`src/rtl/usb_packet_buffer_pkg.sv`:
```
// ---------------------------------------------------------------------------
// usb_buf_pkg
// Shared constants and small enums for the USB endpoint packet buffer.
//   DEFAULT_DEPTH / DEFAULT_DATA_W : default geometry (64 x 8 bits)
//   DEFAULT_AW / DEFAULT_PTR_W     : entry index width and wrap-bit pointer width
//   DEFAULT_OCC_W                  : occupancy width, able to hold the value DEPTH
//   rd_sel_e                       : which read port owns the current read
//   snap_op_e                      : resolved mark/rewind/release operation
// ---------------------------------------------------------------------------
package usb_buf_pkg;

  localparam int DEFAULT_DEPTH  = 64;
  localparam int DEFAULT_DATA_W = 8;
  localparam int DEFAULT_AW     = $clog2(DEFAULT_DEPTH);
  localparam int DEFAULT_PTR_W  = DEFAULT_AW + 1;
  localparam int DEFAULT_OCC_W  = $clog2(DEFAULT_DEPTH + 1);

  // The USB TX side wins a same-cycle read against the AHB side.
  typedef enum logic [1:0] {
    RD_NONE = 2'd0,
    RD_TX   = 2'd1,
    RD_RX   = 2'd2
  } rd_sel_e;

  // Encoded in priority order: rewind > mark > release.
  typedef enum logic [1:0] {
    SNAP_NONE    = 2'd0,
    SNAP_REWIND  = 2'd1,
    SNAP_MARK    = 2'd2,
    SNAP_RELEASE = 2'd3
  } snap_op_e;

endpackage

```
`src/rtl/usb_packet_buffer_if.sv`:
```
// ---------------------------------------------------------------------------
// usb_packet_buffer_if
// Groups every non-clock/non-reset signal of the packet buffer.
//   slave  modport : the buffer itself (strobes/data in, read data and status out)
//   master modport : the surrounding endpoint (AHB slave + USB TX/RX controllers)
// Signals:
//   clear                                   synchronous flush
//   store_tx_data / tx_data                 AHB-side write
//   get_rx_data / rx_data                   AHB-side read (registered data)
//   store_rx_packet_data / rx_packet_data   USB RX write
//   get_tx_packet_data / tx_packet_data     USB TX read (registered data)
//   mark / rewind / release_mark            retransmit snapshot control
//   buffer_occupancy, full, empty           status
//   overflow, underflow                     sticky error flags
// The drop-snapshot strobe is called release_mark because "release" is a
// reserved word in SystemVerilog.
// ---------------------------------------------------------------------------
interface usb_packet_buffer_if
  import usb_buf_pkg::*;
#(
  parameter int DATA_W = DEFAULT_DATA_W,
  parameter int OCC_W  = DEFAULT_OCC_W
);

  logic              clear;
  logic              store_tx_data;
  logic [DATA_W-1:0] tx_data;
  logic              get_rx_data;
  logic [DATA_W-1:0] rx_data;
  logic              store_rx_packet_data;
  logic [DATA_W-1:0] rx_packet_data;
  logic              get_tx_packet_data;
  logic [DATA_W-1:0] tx_packet_data;
  logic              mark;
  logic              rewind;
  logic              release_mark;
  logic [OCC_W-1:0]  buffer_occupancy;
  logic              full;
  logic              empty;
  logic              overflow;
  logic              underflow;

  modport slave (
    input  clear,
    input  store_tx_data, tx_data,
    input  get_rx_data,
    output rx_data,
    input  store_rx_packet_data, rx_packet_data,
    input  get_tx_packet_data,
    output tx_packet_data,
    input  mark, rewind, release_mark,
    output buffer_occupancy, full, empty, overflow, underflow
  );

  modport master (
    output clear,
    output store_tx_data, tx_data,
    output get_rx_data,
    input  rx_data,
    output store_rx_packet_data, rx_packet_data,
    output get_tx_packet_data,
    input  tx_packet_data,
    output mark, rewind, release_mark,
    input  buffer_occupancy, full, empty, overflow, underflow
  );

endinterface

```
`src/rtl/usb_packet_buffer_mem.sv`:
```
// ---------------------------------------------------------------------------
// buffer_mem
// DEPTH x DATA_W storage array for the packet buffer.
//   clk      : write clock
//   we_i     : write enable
//   waddr_i  : write index
//   wdata_i  : write data
//   raddr_i  : read index
//   rdata_o  : read data, combinational from raddr_i
// ---------------------------------------------------------------------------
module buffer_mem #(
  parameter int DEPTH  = 64,
  parameter int DATA_W = 8,
  parameter int AW     = $clog2(DEPTH)
) (
  input  logic              clk,
  input  logic              we_i,
  input  logic [AW-1:0]     waddr_i,
  input  logic [DATA_W-1:0] wdata_i,
  input  logic [AW-1:0]     raddr_i,
  output logic [DATA_W-1:0] rdata_o
);

  logic [DATA_W-1:0] mem_q [DEPTH];

  // NOTE: storage has no reset; pointers alone decide which entries are
  // valid, and leaving the array unreset lets it map onto RAM/plain flops.
  always_ff @(posedge clk) begin
    // NOTE: non-blocking assignment for every clocked state update, so all
    // flops sample the pre-edge values regardless of statement order.
    if (we_i) begin
      mem_q[waddr_i] <= wdata_i;
    end
  end

  assign rdata_o = mem_q[raddr_i];

endmodule

```
`src/rtl/usb_packet_buffer.sv`:
```
// ---------------------------------------------------------------------------
// usb_packet_buffer
// Shared circular FIFO between the AHB-lite slave and the USB TX/RX
// controllers, with registered read data, sticky overflow/underflow flags
// and a mark/rewind/release snapshot so a TX packet can be replayed.
//   clk    : system clock, rising edge
//   n_rst  : asynchronous active-low reset
//   bus    : usb_packet_buffer_if.slave (strobes, data, status, flags)
// Pointers carry one extra wrap bit so full and empty are distinguished by
// plain subtraction. While a snapshot is held, entries read since the mark
// stay reserved: fullness is measured from the mark pointer, not the read
// pointer.
// ---------------------------------------------------------------------------
module usb_packet_buffer
  import usb_buf_pkg::*;
#(
  parameter int DEPTH  = DEFAULT_DEPTH,   // power of two, 4..256
  parameter int DATA_W = DEFAULT_DATA_W
) (
  input  logic                 clk,
  input  logic                 n_rst,
  usb_packet_buffer_if.slave   bus
);

  localparam int AW    = $clog2(DEPTH);
  localparam int PTR_W = AW + 1;

  // Registered state and next-state
  logic [PTR_W-1:0]  wptr_q, wptr_d;
  logic [PTR_W-1:0]  rptr_q, rptr_d;
  logic [PTR_W-1:0]  mptr_q, mptr_d;
  logic              hold_q, hold_d;
  logic              overflow_q, overflow_d;
  logic              underflow_q, underflow_d;
  logic [DATA_W-1:0] rx_data_q, rx_data_d;
  logic [DATA_W-1:0] tx_data_q, tx_data_d;

  // Status derived from the pre-cycle pointers
  logic [PTR_W-1:0]  occupancy;
  logic [PTR_W-1:0]  reserved;
  logic              full_w;
  logic              empty_w;

  assign occupancy = wptr_q - rptr_q;
  assign reserved  = wptr_q - mptr_q;
  assign full_w    = (reserved == PTR_W'(DEPTH));
  assign empty_w   = (occupancy == '0);

  // Write decode: RX beats TX on a collision, and the loser counts as an overflow.
  logic              wr_req;
  logic              wr_collide;
  logic              wr_accept;
  logic [DATA_W-1:0] wr_data;

  assign wr_req     = bus.store_rx_packet_data | bus.store_tx_data;
  assign wr_collide = bus.store_rx_packet_data & bus.store_tx_data;
  assign wr_accept  = wr_req & ~full_w;
  assign wr_data    = bus.store_rx_packet_data ? bus.rx_packet_data : bus.tx_data;

  // Read and snapshot decode
  rd_sel_e  rd_sel;
  snap_op_e snap_op;
  logic     rd_req;
  logic     rd_accept;

  always_comb begin
    // NOTE: every combinational output gets a default first, so no path
    // leaves a signal unassigned and no latch is inferred.
    rd_sel = RD_NONE;
    if (bus.get_tx_packet_data) begin
      rd_sel = RD_TX;
    end else if (bus.get_rx_data) begin
      rd_sel = RD_RX;
    end

    // Rewind only means something while a snapshot is held; otherwise it
    // falls through so a mark or release in the same cycle still applies.
    snap_op = SNAP_NONE;
    if (bus.rewind && hold_q) begin
      snap_op = SNAP_REWIND;
    end else if (bus.mark) begin
      snap_op = SNAP_MARK;
    end else if (bus.release_mark) begin
      snap_op = SNAP_RELEASE;
    end
  end

  // A rewind moves the read pointer itself, so it swallows any same-cycle read.
  assign rd_req    = (rd_sel != RD_NONE) && (snap_op != SNAP_REWIND);
  assign rd_accept = rd_req && !empty_w;

  // Storage
  logic              mem_we;
  logic [DATA_W-1:0] mem_rdata;

  assign mem_we = wr_accept & ~bus.clear;

  buffer_mem #(
    .DEPTH  (DEPTH),
    .DATA_W (DATA_W),
    .AW     (AW)
  ) u_mem (
    .clk     (clk),
    .we_i    (mem_we),
    .waddr_i (wptr_q[AW-1:0]),
    .wdata_i (wr_data),
    .raddr_i (rptr_q[AW-1:0]),
    .rdata_o (mem_rdata)
  );

  // Next-state logic
  logic [PTR_W-1:0] rptr_adv;

  assign rptr_adv = rd_accept ? rptr_q + PTR_W'(1) : rptr_q;

  always_comb begin
    wptr_d      = wptr_q;
    rptr_d      = rptr_q;
    mptr_d      = mptr_q;
    hold_d      = hold_q;
    overflow_d  = overflow_q;
    underflow_d = underflow_q;
    rx_data_d   = rx_data_q;
    tx_data_d   = tx_data_q;

    if (bus.clear) begin
      wptr_d      = '0;
      rptr_d      = '0;
      mptr_d      = '0;
      hold_d      = 1'b0;
      overflow_d  = 1'b0;
      underflow_d = 1'b0;
      rx_data_d   = '0;
      tx_data_d   = '0;
    end else begin
      if (wr_accept) begin
        wptr_d = wptr_q + PTR_W'(1);
      end
      if ((wr_req && full_w) || wr_collide) begin
        overflow_d = 1'b1;
      end
      if (rd_req && empty_w) begin
        underflow_d = 1'b1;
      end

      if (rd_accept) begin
        unique case (rd_sel)
          RD_TX:   tx_data_d = mem_rdata;
          RD_RX:   rx_data_d = mem_rdata;
          default: ;
        endcase
      end

      unique case (snap_op)
        SNAP_REWIND: begin
          rptr_d = mptr_q;
        end
        SNAP_MARK: begin
          // Snapshot the pre-read pointer so a same-cycle read stays replayable.
          rptr_d = rptr_adv;
          mptr_d = rptr_q;
          hold_d = 1'b1;
        end
        SNAP_RELEASE: begin
          rptr_d = rptr_adv;
          mptr_d = rptr_adv;
          hold_d = 1'b0;
        end
        default: begin
          rptr_d = rptr_adv;
          if (!hold_q) begin
            mptr_d = rptr_adv;
          end
        end
      endcase
    end
  end

  always_ff @(posedge clk or negedge n_rst) begin
    if (!n_rst) begin
      wptr_q      <= '0;
      rptr_q      <= '0;
      mptr_q      <= '0;
      hold_q      <= 1'b0;
      overflow_q  <= 1'b0;
      underflow_q <= 1'b0;
      rx_data_q   <= '0;
      tx_data_q   <= '0;
    end else begin
      wptr_q      <= wptr_d;
      rptr_q      <= rptr_d;
      mptr_q      <= mptr_d;
      hold_q      <= hold_d;
      overflow_q  <= overflow_d;
      underflow_q <= underflow_d;
      rx_data_q   <= rx_data_d;
      tx_data_q   <= tx_data_d;
    end
  end

  // Outputs
  assign bus.rx_data          = rx_data_q;
  assign bus.tx_packet_data   = tx_data_q;
  assign bus.buffer_occupancy = occupancy;
  assign bus.full             = full_w;
  assign bus.empty            = empty_w;
  assign bus.overflow         = overflow_q;
  assign bus.underflow        = underflow_q;

endmodule

```
`src/flat_wrapper.sv`:
```
// flat-port wrapper written by rule: the top's interface ports become plain ports
module usb_packet_buffer_flat import usb_buf_pkg::*;
#(
  parameter int DEPTH  = DEFAULT_DEPTH,                          
  parameter int DATA_W = DEFAULT_DATA_W
)
  (clk, n_rst, bus_clear, bus_store_tx_data, bus_tx_data, bus_get_rx_data, bus_rx_data, bus_store_rx_packet_data, bus_rx_packet_data, bus_get_tx_packet_data, bus_tx_packet_data, bus_mark, bus_rewind, bus_release_mark, bus_buffer_occupancy, bus_full, bus_empty, bus_overflow, bus_underflow);
  usb_packet_buffer_if #(.DATA_W(DATA_W), .OCC_W((7))) bus_i ();
  input  logic clk;
  input  logic n_rst;
  input wire logic [$bits(bus_i.clear)-1:0] bus_clear;
  input wire logic [$bits(bus_i.store_tx_data)-1:0] bus_store_tx_data;
  input wire logic [$bits(bus_i.tx_data)-1:0] bus_tx_data;
  input wire logic [$bits(bus_i.get_rx_data)-1:0] bus_get_rx_data;
  output wire logic [$bits(bus_i.rx_data)-1:0] bus_rx_data;
  input wire logic [$bits(bus_i.store_rx_packet_data)-1:0] bus_store_rx_packet_data;
  input wire logic [$bits(bus_i.rx_packet_data)-1:0] bus_rx_packet_data;
  input wire logic [$bits(bus_i.get_tx_packet_data)-1:0] bus_get_tx_packet_data;
  output wire logic [$bits(bus_i.tx_packet_data)-1:0] bus_tx_packet_data;
  input wire logic [$bits(bus_i.mark)-1:0] bus_mark;
  input wire logic [$bits(bus_i.rewind)-1:0] bus_rewind;
  input wire logic [$bits(bus_i.release_mark)-1:0] bus_release_mark;
  output wire logic [$bits(bus_i.buffer_occupancy)-1:0] bus_buffer_occupancy;
  output wire logic [$bits(bus_i.full)-1:0] bus_full;
  output wire logic [$bits(bus_i.empty)-1:0] bus_empty;
  output wire logic [$bits(bus_i.overflow)-1:0] bus_overflow;
  output wire logic [$bits(bus_i.underflow)-1:0] bus_underflow;
  assign bus_i.clear = bus_clear;
  assign bus_i.store_tx_data = bus_store_tx_data;
  assign bus_i.tx_data = bus_tx_data;
  assign bus_i.get_rx_data = bus_get_rx_data;
  assign bus_rx_data = bus_i.rx_data;
  assign bus_i.store_rx_packet_data = bus_store_rx_packet_data;
  assign bus_i.rx_packet_data = bus_rx_packet_data;
  assign bus_i.get_tx_packet_data = bus_get_tx_packet_data;
  assign bus_tx_packet_data = bus_i.tx_packet_data;
  assign bus_i.mark = bus_mark;
  assign bus_i.rewind = bus_rewind;
  assign bus_i.release_mark = bus_release_mark;
  assign bus_buffer_occupancy = bus_i.buffer_occupancy;
  assign bus_full = bus_i.full;
  assign bus_empty = bus_i.empty;
  assign bus_overflow = bus_i.overflow;
  assign bus_underflow = bus_i.underflow;
  usb_packet_buffer #(.DEPTH(DEPTH), .DATA_W(DATA_W)) u_core (.clk(clk), .n_rst(n_rst), .bus(bus_i));
endmodule
```
`config.mk`:
```
export PLATFORM = sky130hd
export DESIGN_NAME = usb_packet_buffer_flat
export DESIGN_NICKNAME = d
export VERILOG_FILES = /design/src/rtl/usb_packet_buffer_pkg.sv /design/src/rtl/usb_packet_buffer_if.sv /design/src/rtl/usb_packet_buffer_mem.sv /design/src/rtl/usb_packet_buffer.sv /design/src/flat_wrapper.sv
export SDC_FILE = /design/constraint.sdc
export NUM_CORES = 1
export LEC_CHECK = 0
export ABC_AREA = 1
export ABC_CLOCK_PERIOD_IN_PS = 4900
export BUFFER_PORTS_ARGS = -buffer_cell sky130_fd_sc_hd__buf_4
export CAP_MARGIN = 20
export CORE_ASPECT_RATIO = 1.25
export CORE_UTILIZATION = 63
export CTS_CLUSTER_DIAMETER = 40
export DETAILED_ROUTE_END_ITERATION = 10
export PLACE_DENSITY = 0.81
export SKIP_CTS_REPAIR_TIMING = 1
export SLEW_MARGIN = 15
export SYNTH_ARGS = -nofsm -noshare
export SYNTH_HDL_FRONTEND = slang
export SYNTH_HIERARCHICAL = 1
export SYNTH_SLANG_ARGS = --single-unit
```
`constraint.sdc`:
```
create_clock -name clk -period 4.9 [get_ports clk]
set_clock_uncertainty 0.1 [all_clocks]
set_input_delay 0.735 -clock clk [delete_from_list [all_inputs] [get_ports clk]]
set_output_delay 0.735 -clock clk [all_outputs]
set_load 0.01 [all_outputs]
```
==> results.sh <==
export IMPL_status="finished, final reports clean"
export IMPL_post_synth_instance_area_mm2=0.0240
export IMPL_tns_ns=0
export IMPL_min_path_type="in -> async"
export IMPL_worst_endpoint_required_ns=4.07
export IMPL_pin_count_of_the_biggest_net_entering_global_routing=101
export IMPL_ys_seq_area_frac=0.683
export IMPL_whs_ns=0.0379
export IMPL_antenna_left=0
export IMPL_gr_usage_all_layers=0.318
export IMPL_dieWidth_um=176
export IMPL_route_final_wire_length_um=61100
export IMPL_ios=53
export IMPL_synth_top_family_by_area="simple AND/OR/NAND/NOR gates"
export IMPL_clk_insertion_delay_late_ns=0.58
export IMPL_core_region_area_mm2=0.0374
export IMPL_place_area_mm2=0.0249
export IMPL_finish_instance_area_mm2=0.0268
export IMPL_r2r_setup_slack_ns=1.03
export IMPL_clock_tree_htree_level_count=2
export IMPL_cts_buffers=53
export IMPL_r2r_end="u_core/u_mem/mem_q[55][0]$_DFFE_PP_"
export IMPL_synth_simple_gate_area_share=0.248
export IMPL_die_height_um=220
export IMPL_grt_antenna_before_repair=0
export IMPL_report_final_hold_viol_count=0
export IMPL_synth_top_flop_cell="edfxtp_1"
export IMPL_max_cap_viol_count=0
export IMPL_die_area_mm2=0.0388
export IMPL_vias=17600
export IMPL_global_route_overflow_total=0
export IMPL_postSynth_asyncResetShare=0.0725
export IMPL_fin_util=0.717
export IMPL_worst_setup_hold_path_clk_slew_ns=0.06
export IMPL_critical_path_startpoint_type="flip-flop"
export IMPL_grt_setup_unrepaired="no"
export IMPL_yosysTopAreaCellShare=0.641
export IMPL_initial_utilization=0.642
export IMPL_worstPathMaxFanout=67
export IMPL_hpwl_um=37000
export IMPL_slew_headroom=0.301
export IMPL_clock_tree_from_tritoncts="done"
export IMPL_synth_cells=2205
export IMPL_r2r_start="u_core/wptr_q[3]$_DFFE_PN0P_"
export IMPL_first_pass_grt_wire_length_um=92800
export IMPL_power_leakage_nw=10.5
export IMPL_finalNetCount=2324
export IMPL_globalplace_congestion=0.961
export IMPL_antenna_cells_inserted=0
export IMPL_slew_violations=0
export IMPL_synth_compound_area_frac=0.00950
export IMPL_routed_via_density=6.25
export IMPL_standard_cell_rows=79
export IMPL_synth_top_cell_by_area="edfxtp_1"
export IMPL_ff2ff_path_depth=13
export IMPL_synth_top_cells_by_area="edfxtp_1 64%, nand2_1 12%, nand3_1 10%"
export IMPL_max_freq_mhz=236
export IMPL_transition_at_the_pin_with_the_smallest_max_transition_slack_ns=1.05
export IMPL_synth_xor_area_frac=0.00365
export IMPL_synth_adder_area_share=0.00814
export IMPL_avgSynthCellArea_um2=10.9
export IMPL_worstPathArrival_ns=3.41
export IMPL_buffer_ports_inserted=52
export IMPL_detailedRoute_firstIterationViolations=2355
export IMPL_period_share=0.866
export IMPL_drt_pass1_iterations=7
export IMPL_post_route_cells_drive_above_1_share=0.111
export IMPL_setup_viol_count_final=0
export IMPL_synth_seq_cells=552
export IMPL_power_density_mw_per_mm2=423
export IMPL_ctsLongestPathBuffers=3
export IMPL_worst_ir_drop_vdd_v=0.000418
export IMPL_yosys_mux_area_fraction=0
export IMPL_synth_edff_count=512
export IMPL_syn_to_final_growth_pct=11.7
export IMPL_count_of_warnings_emitted_by_yosys=6
export IMPL_ys_types=35
export IMPL_ctsRootBufferMaster="clkbuf_16"
export IMPL_avgRoutedWirePerCell_um=21.7
export IMPL_crit_path_end_kind="output pin"
export IMPL_layout_min_cycle_time_ns=4.24
export IMPL_synthesis_nets=2246
export IMPL_drt_drc_violations_left=0
export IMPL_critPathKind="reg -> out"
export IMPL_via_count_of_the_first_global_routing_pass=17000
export IMPL_cts_num_sinks=552
how the worst max path moves through the flow:
stage                                            start                             endpoint  slack, ns  cells past startpoint
after floorplan           u_core/wptr_q[1]$_DFFE_PN0P_  u_core/u_mem/mem_q[48][0]$_DFFE_PP_       1.32                     14
after global placement    u_core/wptr_q[3]$_DFFE_PN0P_  u_core/u_mem/mem_q[55][1]$_DFFE_PP_       1.33                     14
after detailed placement  u_core/wptr_q[3]$_DFFE_PN0P_  u_core/u_mem/mem_q[55][7]$_DFFE_PP_       1.12                     13
after CTS                   u_core/rptr_q[1]$_DFF_PN0_                            bus_empty       0.69                     10
after global routing        u_core/rptr_q[1]$_DFF_PN0_                            bus_empty       0.49                     10
final                       u_core/rptr_q[1]$_DFF_PN0_                            bus_empty       0.66                     10
metal layers:
layer | vias up | track usage | routed length [µm]
li1 | 7767 | - | -
met1 | 8247 | 0.415 | 21900
met2 | 1308 | 0.520 | 29600
met3 | 250 | 0.0502 | 6590
met4 | 0 | 0.161 | 3010
met5 | - | 0 | 0
power breakdown:
group | switching [mW] | internal [mW]
logic | 1.17 | 0.462
clock network | 1.72 | 2.69
registers | 0.0591 | 5.25
kinds of logic after synthesis:
logic type / after synthesis
simple gates: 1390
flops: 552
buf+inv: 197
compound gates: 41
fa+ha+maj: 15
xor+xnor: 10
stage by stage:
| step | std cells | worst slack [ns] | power [mW] |
|---|---|---|---|
| after floorplan | 2205 | 1.32 | 6.49 |
| after global placement | 2713 | 1.33 | 6.93 |
| after detailed placement | 2713 | 1.12 | 6.96 |
| after CTS | 2810 | 0.689 | 11.3 |
| after global routing | 2811 | 0.492 | 11.6 |
| final | 2811 | 0.656 | 11.3 |
critical path, cell delays in order, from the launching register on:
cell     delay [ns]
dfrtp_4        0.43
buf_4          0.58
inv_1          0.22
fa_1           0.53
or2_1          0.24
nor2_1         0.12
nand3_1        0.10
nor2_2         0.14
nand3_4        0.21
inv_1          0.13
buf_4          0.13
cell usage in the layout (no fill, tap or decap), types with 2 or more instances in the layout:
cell type and n:
nor2_1 71, xor2_1 9, inv_6 5, clkinv_2 6
clkinvlp_4 3, buf_12 2, nand3_1 485, nor4_1 9
dfrtp_1 37, clkinv_1 5, nand2_1 784, edfxtp_1 512
buf_4 143, a21oi_1 24, ha_1 14, bufinv_16 10
clkbuf_16 56, nand2_4 3, clkbuf_1 11, clkbuf_8 4
inv_2 5, o21ai_0 12, nand2_2 9, inv_1 66
dfrtp_4 2, nand4_1 21, nand3b_1 2, o21ai_1 2
flip-flops by register name (all words and copies together), names as in the netlist:
name / count
u_core/u_mem/mem_q: 512
u_core/bus.tx_packet_data: 8
u_core/rptr_q: 7
u_core/bus.underflow: 1
u_core/wptr_q: 7
u_core/mptr_q: 7
u_core/bus.overflow: 1
u_core/hold_q: 1
u_core/bus.rx_data: 8
cells in the mapped netlist, types with 11 or more instances:
cell	number
buf_2	38
edfxtp_1	512
ha_1	14
nand4_1	21
a21oi_1	24
o21ai_0	12
buf_1	11
dfrtp_1	40
clkbuf_1	20
nand3_1	485
buf_4	15
inv_1	67
buf_6	36
nor2_1	71
nand2_1	792
layout make-up:
type	instances	area, µm²
Tap cell	486	608
Clock buffer	72	1510
Clock inverter	25	394
Timing Repair Buffer	145	1110
Fill cell	2448	10600
Inverter	75	288
Multi-Input combinational cell	1456	6490
Sequential cell	552	16400
Power figures use the tool's default switching activity.
